--- config.mk ---
export PLATFORM = sky130hd
export DESIGN_NAME = fir_out_quantizer
export DESIGN_NICKNAME = d
export VERILOG_FILES = /design/src/rtl/fir_pkg.sv /design/src/rtl/fir_out_fifo.sv /design/src/rtl/fir_out_quantizer.sv
export SDC_FILE = /design/constraint.sdc
export NUM_CORES = 1
export LEC_CHECK = 0
export BUFFER_PORTS_ARGS = -buffer_cell sky130_fd_sc_hd__buf_4
export CELL_PAD_IN_SITES_DETAIL_PLACEMENT = 0
export CELL_PAD_IN_SITES_GLOBAL_PLACEMENT = 2
export CORE_ASPECT_RATIO = 0.8
export CORE_MARGIN = 1
export CORE_UTILIZATION = 40
export CTS_CLUSTER_DIAMETER = 100
export DETAILED_ROUTE_END_ITERATION = 10
export PLACE_DENSITY = 0.81
export SYNTH_ARGS = -nofsm -noshare
export SYNTH_HDL_FRONTEND = slang
export SYNTH_SLANG_ARGS = --single-unit
--- constraint.sdc ---
create_clock -name i_clk -period 3.6 [get_ports i_clk]
set_clock_uncertainty 0.15 [all_clocks]
set_input_delay 0.72 -clock i_clk [delete_from_list [all_inputs] [get_ports i_clk]]
set_output_delay 0.72 -clock i_clk [all_outputs]
set_load 0.005 [all_outputs]
--- src/rtl/fir_pkg.sv ---
// Shared FIR widths and the rounding helper used by the tap chain and the output quantizer.
package fir_pkg;

    localparam int unsigned FirIw    = 16;
    localparam int unsigned FirTw    = 16;
    localparam int unsigned FirOw    = FirIw + FirTw + 8;
    localparam int unsigned FirShift = 15;
    localparam int unsigned FirDepth = 4;

    // Half an output LSB at accumulator scale; added before the arithmetic right shift.
    function automatic logic [63:0] round_k(input int unsigned shift);
        return 64'd1 << (shift - 1);
    endfunction

endpackage

--- src/rtl/fir_out_fifo.sv ---
// Synchronous show-ahead FIFO with wrap-bit pointers, level output and a pop-assisted full write.
module fir_out_fifo #(
    parameter int unsigned Width = 16,
    parameter int unsigned Depth = 4
) (
    input  logic                     clk_i,
    input  logic                     rst_i,
    input  logic                     push_i,
    input  logic [Width-1:0]         wdata_i,
    input  logic                     pop_i,
    output logic [Width-1:0]         rdata_o,
    output logic                     full_o,
    output logic                     empty_o,
    output logic [$clog2(Depth):0]   level_o
);
    localparam int unsigned AW = $clog2(Depth);

    logic [Width-1:0] mem_q [Depth];
    logic [AW:0]      wr_ptr_q, wr_ptr_d;
    logic [AW:0]      rd_ptr_q, rd_ptr_d;
    logic             do_push, do_pop;

    assign empty_o = (wr_ptr_q == rd_ptr_q);
    assign full_o  = (wr_ptr_q[AW] != rd_ptr_q[AW]) && (wr_ptr_q[AW-1:0] == rd_ptr_q[AW-1:0]);
    assign level_o = wr_ptr_q - rd_ptr_q;
    assign rdata_o = mem_q[rd_ptr_q[AW-1:0]];

    assign do_pop  = pop_i && !empty_o;
    // A full FIFO still takes a write when the head leaves in the same cycle.
    assign do_push = push_i && (!full_o || do_pop);

    always_comb begin
        wr_ptr_d = wr_ptr_q;
        rd_ptr_d = rd_ptr_q;
        if (do_push) wr_ptr_d = wr_ptr_q + 1'b1;
        if (do_pop)  rd_ptr_d = rd_ptr_q + 1'b1;
    end

    always_ff @(posedge clk_i or posedge rst_i) begin
        if (rst_i) begin
            wr_ptr_q <= '0;
            rd_ptr_q <= '0;
            for (int i = 0; i < int'(Depth); i++) begin
                mem_q[i] <= '0;
            end
        end else begin
            wr_ptr_q <= wr_ptr_d;
            rd_ptr_q <= rd_ptr_d;
            if (do_push) mem_q[wr_ptr_q[AW-1:0]] <= wdata_i;
        end
    end

endmodule

--- src/rtl/fir_out_quantizer.sv ---
// FIR output stage: captures the last accumulator, rounds half-up, rescales, buffers results.
// Define FIR_OUT_SAT_EN to clamp to IW bits and expose the sticky o_sat flag.
module fir_out_quantizer
    import fir_pkg::*;
#(
    parameter int unsigned IW    = FirIw,
    parameter int unsigned OW    = FirOw,
    parameter int unsigned SHIFT = FirShift,
    parameter int unsigned DEPTH = FirDepth
) (
    input  logic                     i_clk,
    input  logic                     i_reset,
    input  logic                     i_ce,
    input  logic [OW-1:0]            i_acc,
    output logic [IW-1:0]            o_data,
    output logic                     o_valid,
    input  logic                     i_ready,
    output logic [$clog2(DEPTH):0]   o_level,
    output logic                     o_overflow,
    input  logic                     i_clr_ovf
`ifdef FIR_OUT_SAT_EN
    ,
    output logic                     o_sat
`endif
);
    localparam logic [OW:0] RoundK = (OW + 1)'(round_k(SHIFT));

    logic               ce_q;
    logic               s1_v_q;
    logic signed [OW:0] s1_q, s1_d;
    logic signed [OW:0] q;
    logic [IW-1:0]      q_res;
    logic               fifo_full, fifo_empty;
    logic               pop, drop;
    logic               ovf_q, ovf_d;

    // One guard bit above the sign-extended accumulator keeps the rounding add exact.
    assign s1_d = {i_acc[OW-1], i_acc} + RoundK;
    assign q    = s1_q >>> SHIFT;

`ifdef FIR_OUT_SAT_EN
    logic [OW-IW+1:0] q_hi;
    logic             q_clamped;
    logic             sat_q, sat_d;

    assign q_hi      = q[OW:IW-1];
    assign q_clamped = !((&q_hi) || !(|q_hi));
    assign q_res     = q_clamped ? {q[OW], {(IW-1){!q[OW]}}} : q[IW-1:0];

    always_comb begin
        sat_d = sat_q;
        if (i_clr_ovf) sat_d = 1'b0;
        if (s1_v_q && !drop && q_clamped) sat_d = 1'b1;
    end

    always_ff @(posedge i_clk or posedge i_reset) begin
        if (i_reset) sat_q <= 1'b0;
        else         sat_q <= sat_d;
    end

    assign o_sat = sat_q;
`else
    logic unused_q_hi;

    assign q_res       = q[IW-1:0];
    assign unused_q_hi = ^q[OW:IW];
`endif

    always_ff @(posedge i_clk or posedge i_reset) begin
        if (i_reset) begin
            ce_q   <= 1'b0;
            s1_v_q <= 1'b0;
            s1_q   <= '0;
        end else begin
            ce_q   <= i_ce;
            s1_v_q <= ce_q;
            if (ce_q) s1_q <= s1_d;
        end
    end

    assign pop  = o_valid && i_ready;
    assign drop = s1_v_q && fifo_full && !pop;

    // A drop in the same cycle as a clear leaves the flag set.
    always_comb begin
        ovf_d = ovf_q;
        if (i_clr_ovf) ovf_d = 1'b0;
        if (drop)      ovf_d = 1'b1;
    end

    always_ff @(posedge i_clk or posedge i_reset) begin
        if (i_reset) ovf_q <= 1'b0;
        else         ovf_q <= ovf_d;
    end

    assign o_overflow = ovf_q;
    assign o_valid    = !fifo_empty;

    fir_out_fifo #(
        .Width (IW),
        .Depth (DEPTH)
    ) u_fifo (
        .clk_i   (i_clk),
        .rst_i   (i_reset),
        .push_i  (s1_v_q),
        .wdata_i (q_res),
        .pop_i   (pop),
        .rdata_o (o_data),
        .full_o  (fifo_full),
        .empty_o (fifo_empty),
        .level_o (o_level)
    );

endmodule

==> flow_summary.ini <==
[status]
outcome = completed

[floorplan]
core_um2 = 10400
die_w_um = 118
initial_utilization = 0.417
dieArea_um2 = 11300
num_rows = 33
dieHeight_um = 95.1
boundaryPins = 66

[hold_path]
hp-class = in -> async

[synthesis]
synth_top_area_frac = 0.514
synth_edf_count = 0
syn_inst = 291
yosysSeqAreaShare = 0.514
synth_seq_cells = 89
synth.distinct_cells = 25
yosysMostFrequentCell = dfrtp_1
avgSynthCellArea_um2 = 14.9
ys.flop_type = dfrtp_1
syn_nets = 345
synthTopCellsByCount = dfrtp_1, mux2_4, mux2_2, nor2_1, xnor2_1
yosys-top-cells-area = dfrtp_1, mux2_4, mux4_2
async_reset_ff_frac = 1.00
synth_warnings = 0
synth_top_area_cell = dfrtp_1
netlist_area_um2 = 4340

[setup_path]
r2r_start = u_fifo.rd_ptr_q[0]
crit_required_ns = 2.73
cpMostUsedCell = buf_4
path_buf_inv = 2
cp-startpoint = u_fifo.rd_ptr_q[0]
critPathArrivalTime_ns = 2.05
cp_max_fo = 13
worstSetupPathType = reg -> out
cp_top_family = flip-flops
startpoint_type = flip-flop
max_stage_delay_ns = 0.60
path_cells = buf_4 > mux4_2 > buf_4
endpoint_kind = output port
critical_path.slowest_cell = dfrtp_1

[cts]
cts_resized = 0
clockBufferDepth = 2
hold_buffers = 0
cts_tree = yes
htreeDepth = 3
cts.sinks = 89
cts_buffers = 9
cts_root_buffer = clkbuf_16
clk_latency_ns = 0.34
clk_pin_slew_ns = 0.06
cts_setup_buffers = 0

[sta]
min_period_ns = 2.92
max_slew_margin = 0.394
fmax_mhz = 343
min_period_over_period = 0.811
finalHoldViolCount = 0
tns_ns = 0
tightestPinTransition_ns = 0.909
finalMaxSlewViolations = 0
rsz0062_at_grt = false
holdWs_ns = 0.337
setup_viol = 0

[grt]
grt-ovfl-total = 0
antenna_found_initial = 0
grt_pass1_vias = 2527
grt_usage = 0.161
grt_pass1_wl_mm = 13.6
grt_max_degree = 90

[detailed_routing]
wirelength_mm = 8.11
viasPerCell = 5.17
routed.top_layer = met4
drt_iter0_drc = 102
ant_nets = 0
wire_per_inst_um = 16.9
wl_met3_um = 370
vias = 2485
dr.pass1.iters = 4
wl_met2_mm = 3.59
met1Wirelength_mm = 4.07
drc = 0

[place]
hpwl_mm = 5.41
portBuffers = 42
place_congestion = 0.815

[finish]
final_nets = 390
fillers = 921
multi_input_area_um2 = 1950
area_delta_synth_final_pct = 17.1
finish.utilization = 0.488
regArea_um2 = 2230
diodes = 0
layout-drive-gt1-share = 0.440

[power_and_ir_drop]
leakagePower_nw = 2.23
power_mw = 4.70
vdd_drop_max_mv = 0.336
power_density_nw_per_um2 = 926

[job]
drv_cap = 0
cells in the final DEF (no fill, tap or decap):
cell | synthesis | final
xor2_1 | 2 | 2
inv_1 | 9 | 8
bufinv_16 | 0 | 2
clkinv_2 | 0 | 3
xnor2_2 | 1 | 1
fa_1 | 1 | 1
mux4_2 | 16 | 16
a21oi_1 | 15 | 15
nand3_1 | 7 | 7
o21ai_0 | 2 | 2
xnor2_1 | 18 | 18
mux2_4 | 39 | 39
buf_12 | 4 | 1
nand4_1 | 6 | 6
nor3_1 | 5 | 5
nor4_1 | 4 | 4
clkbuf_8 | 0 | 1
nand2_1 | 6 | 6
ha_1 | 8 | 8
nor2_1 | 18 | 18
nand2_8 | 4 | 4
o31a_1 | 1 | 1
and3_1 | 1 | 1
buf_4 | 0 | 45
mux2_2 | 27 | 27
inv_6 | 0 | 2
dfrtp_1 | 89 | 89
clkbuf_16 | 0 | 9
final cells by class:
cell class	instances	area share
inverter	9	0.00690
clock buffer	10	0.0471
timing repair buffer	46	0.0705
clock inverter	6	0.0173
sequential	89	0.439
multi-input combinational	181	0.385
tap	140	0.0345
per-stage QoR:
stage	std cells	worst slack, ns	cell area [um2]
6_report	481	0.682	5080
5_1_grt	481	0.582	5080
3_3_place_gp	465	0.963	4750
4_1_cts	481	0.643	5080
3_5_place_dp	465	0.927	4750
2_1_floorplan	291	0.423	4340
power by group:
part	switching [mW]	internal [mW]	total, mW
Sequential	0.269	1.43	1.70
Clock	0.385	0.629	1.01
Combinational	0.722	1.26	1.99
Total	1.38	3.32	4.70
sequential cells by signal (all words and copies together) (netlist names):
register,count
u_fifo.mem_q,64
u_fifo.wr_ptr_q,3
s1_q,16
s1_v_q,1
ce_q,1
u_fifo.rd_ptr_q,3
o_overflow,1
worst paths after layout:
path	to	slack, ns	cells past startpoint
min in group i_clk	ce_q	0.34	1
max in group asynchronous	s1_q[15]	2.61	3
worst min-delay path	u_fifo.mem_q[14]	0.34	3
worst min register to register	u_fifo.mem_q[30]	0.35	1
worst max-delay path	o_data[0]	0.68	3
worst max register to register	u_fifo.mem_q[32]	0.94	5
cell families after synthesis:
group / count (synthesis) / synth area share
DFF: 89 / 0.514
muxes: 82 / 0.288
and+or+nand+nor: 51 / 0.0690
xor gates and xnor gates: 21 / 0.0442
buffers and inverters: 21 / 0.0355
AOI/OAI and AO/OA: 18 / 0.0216
adders and majority gates: 9 / 0.0277
per-layer routing:
metal / vias to the layer above / track usage
li1: 1136 / -
met1: 1285 / 0.231
met2: 56 / 0.245
met3: 8 / 0.0401
met4: 0 / 0.0411
met5: - / 0
worst min-delay path, stage by stage:
cell,delay [ns]
buf_4,0.11
clkinv_2,0.05
buf_12,0.37
(Power assumes the default switching activity.)
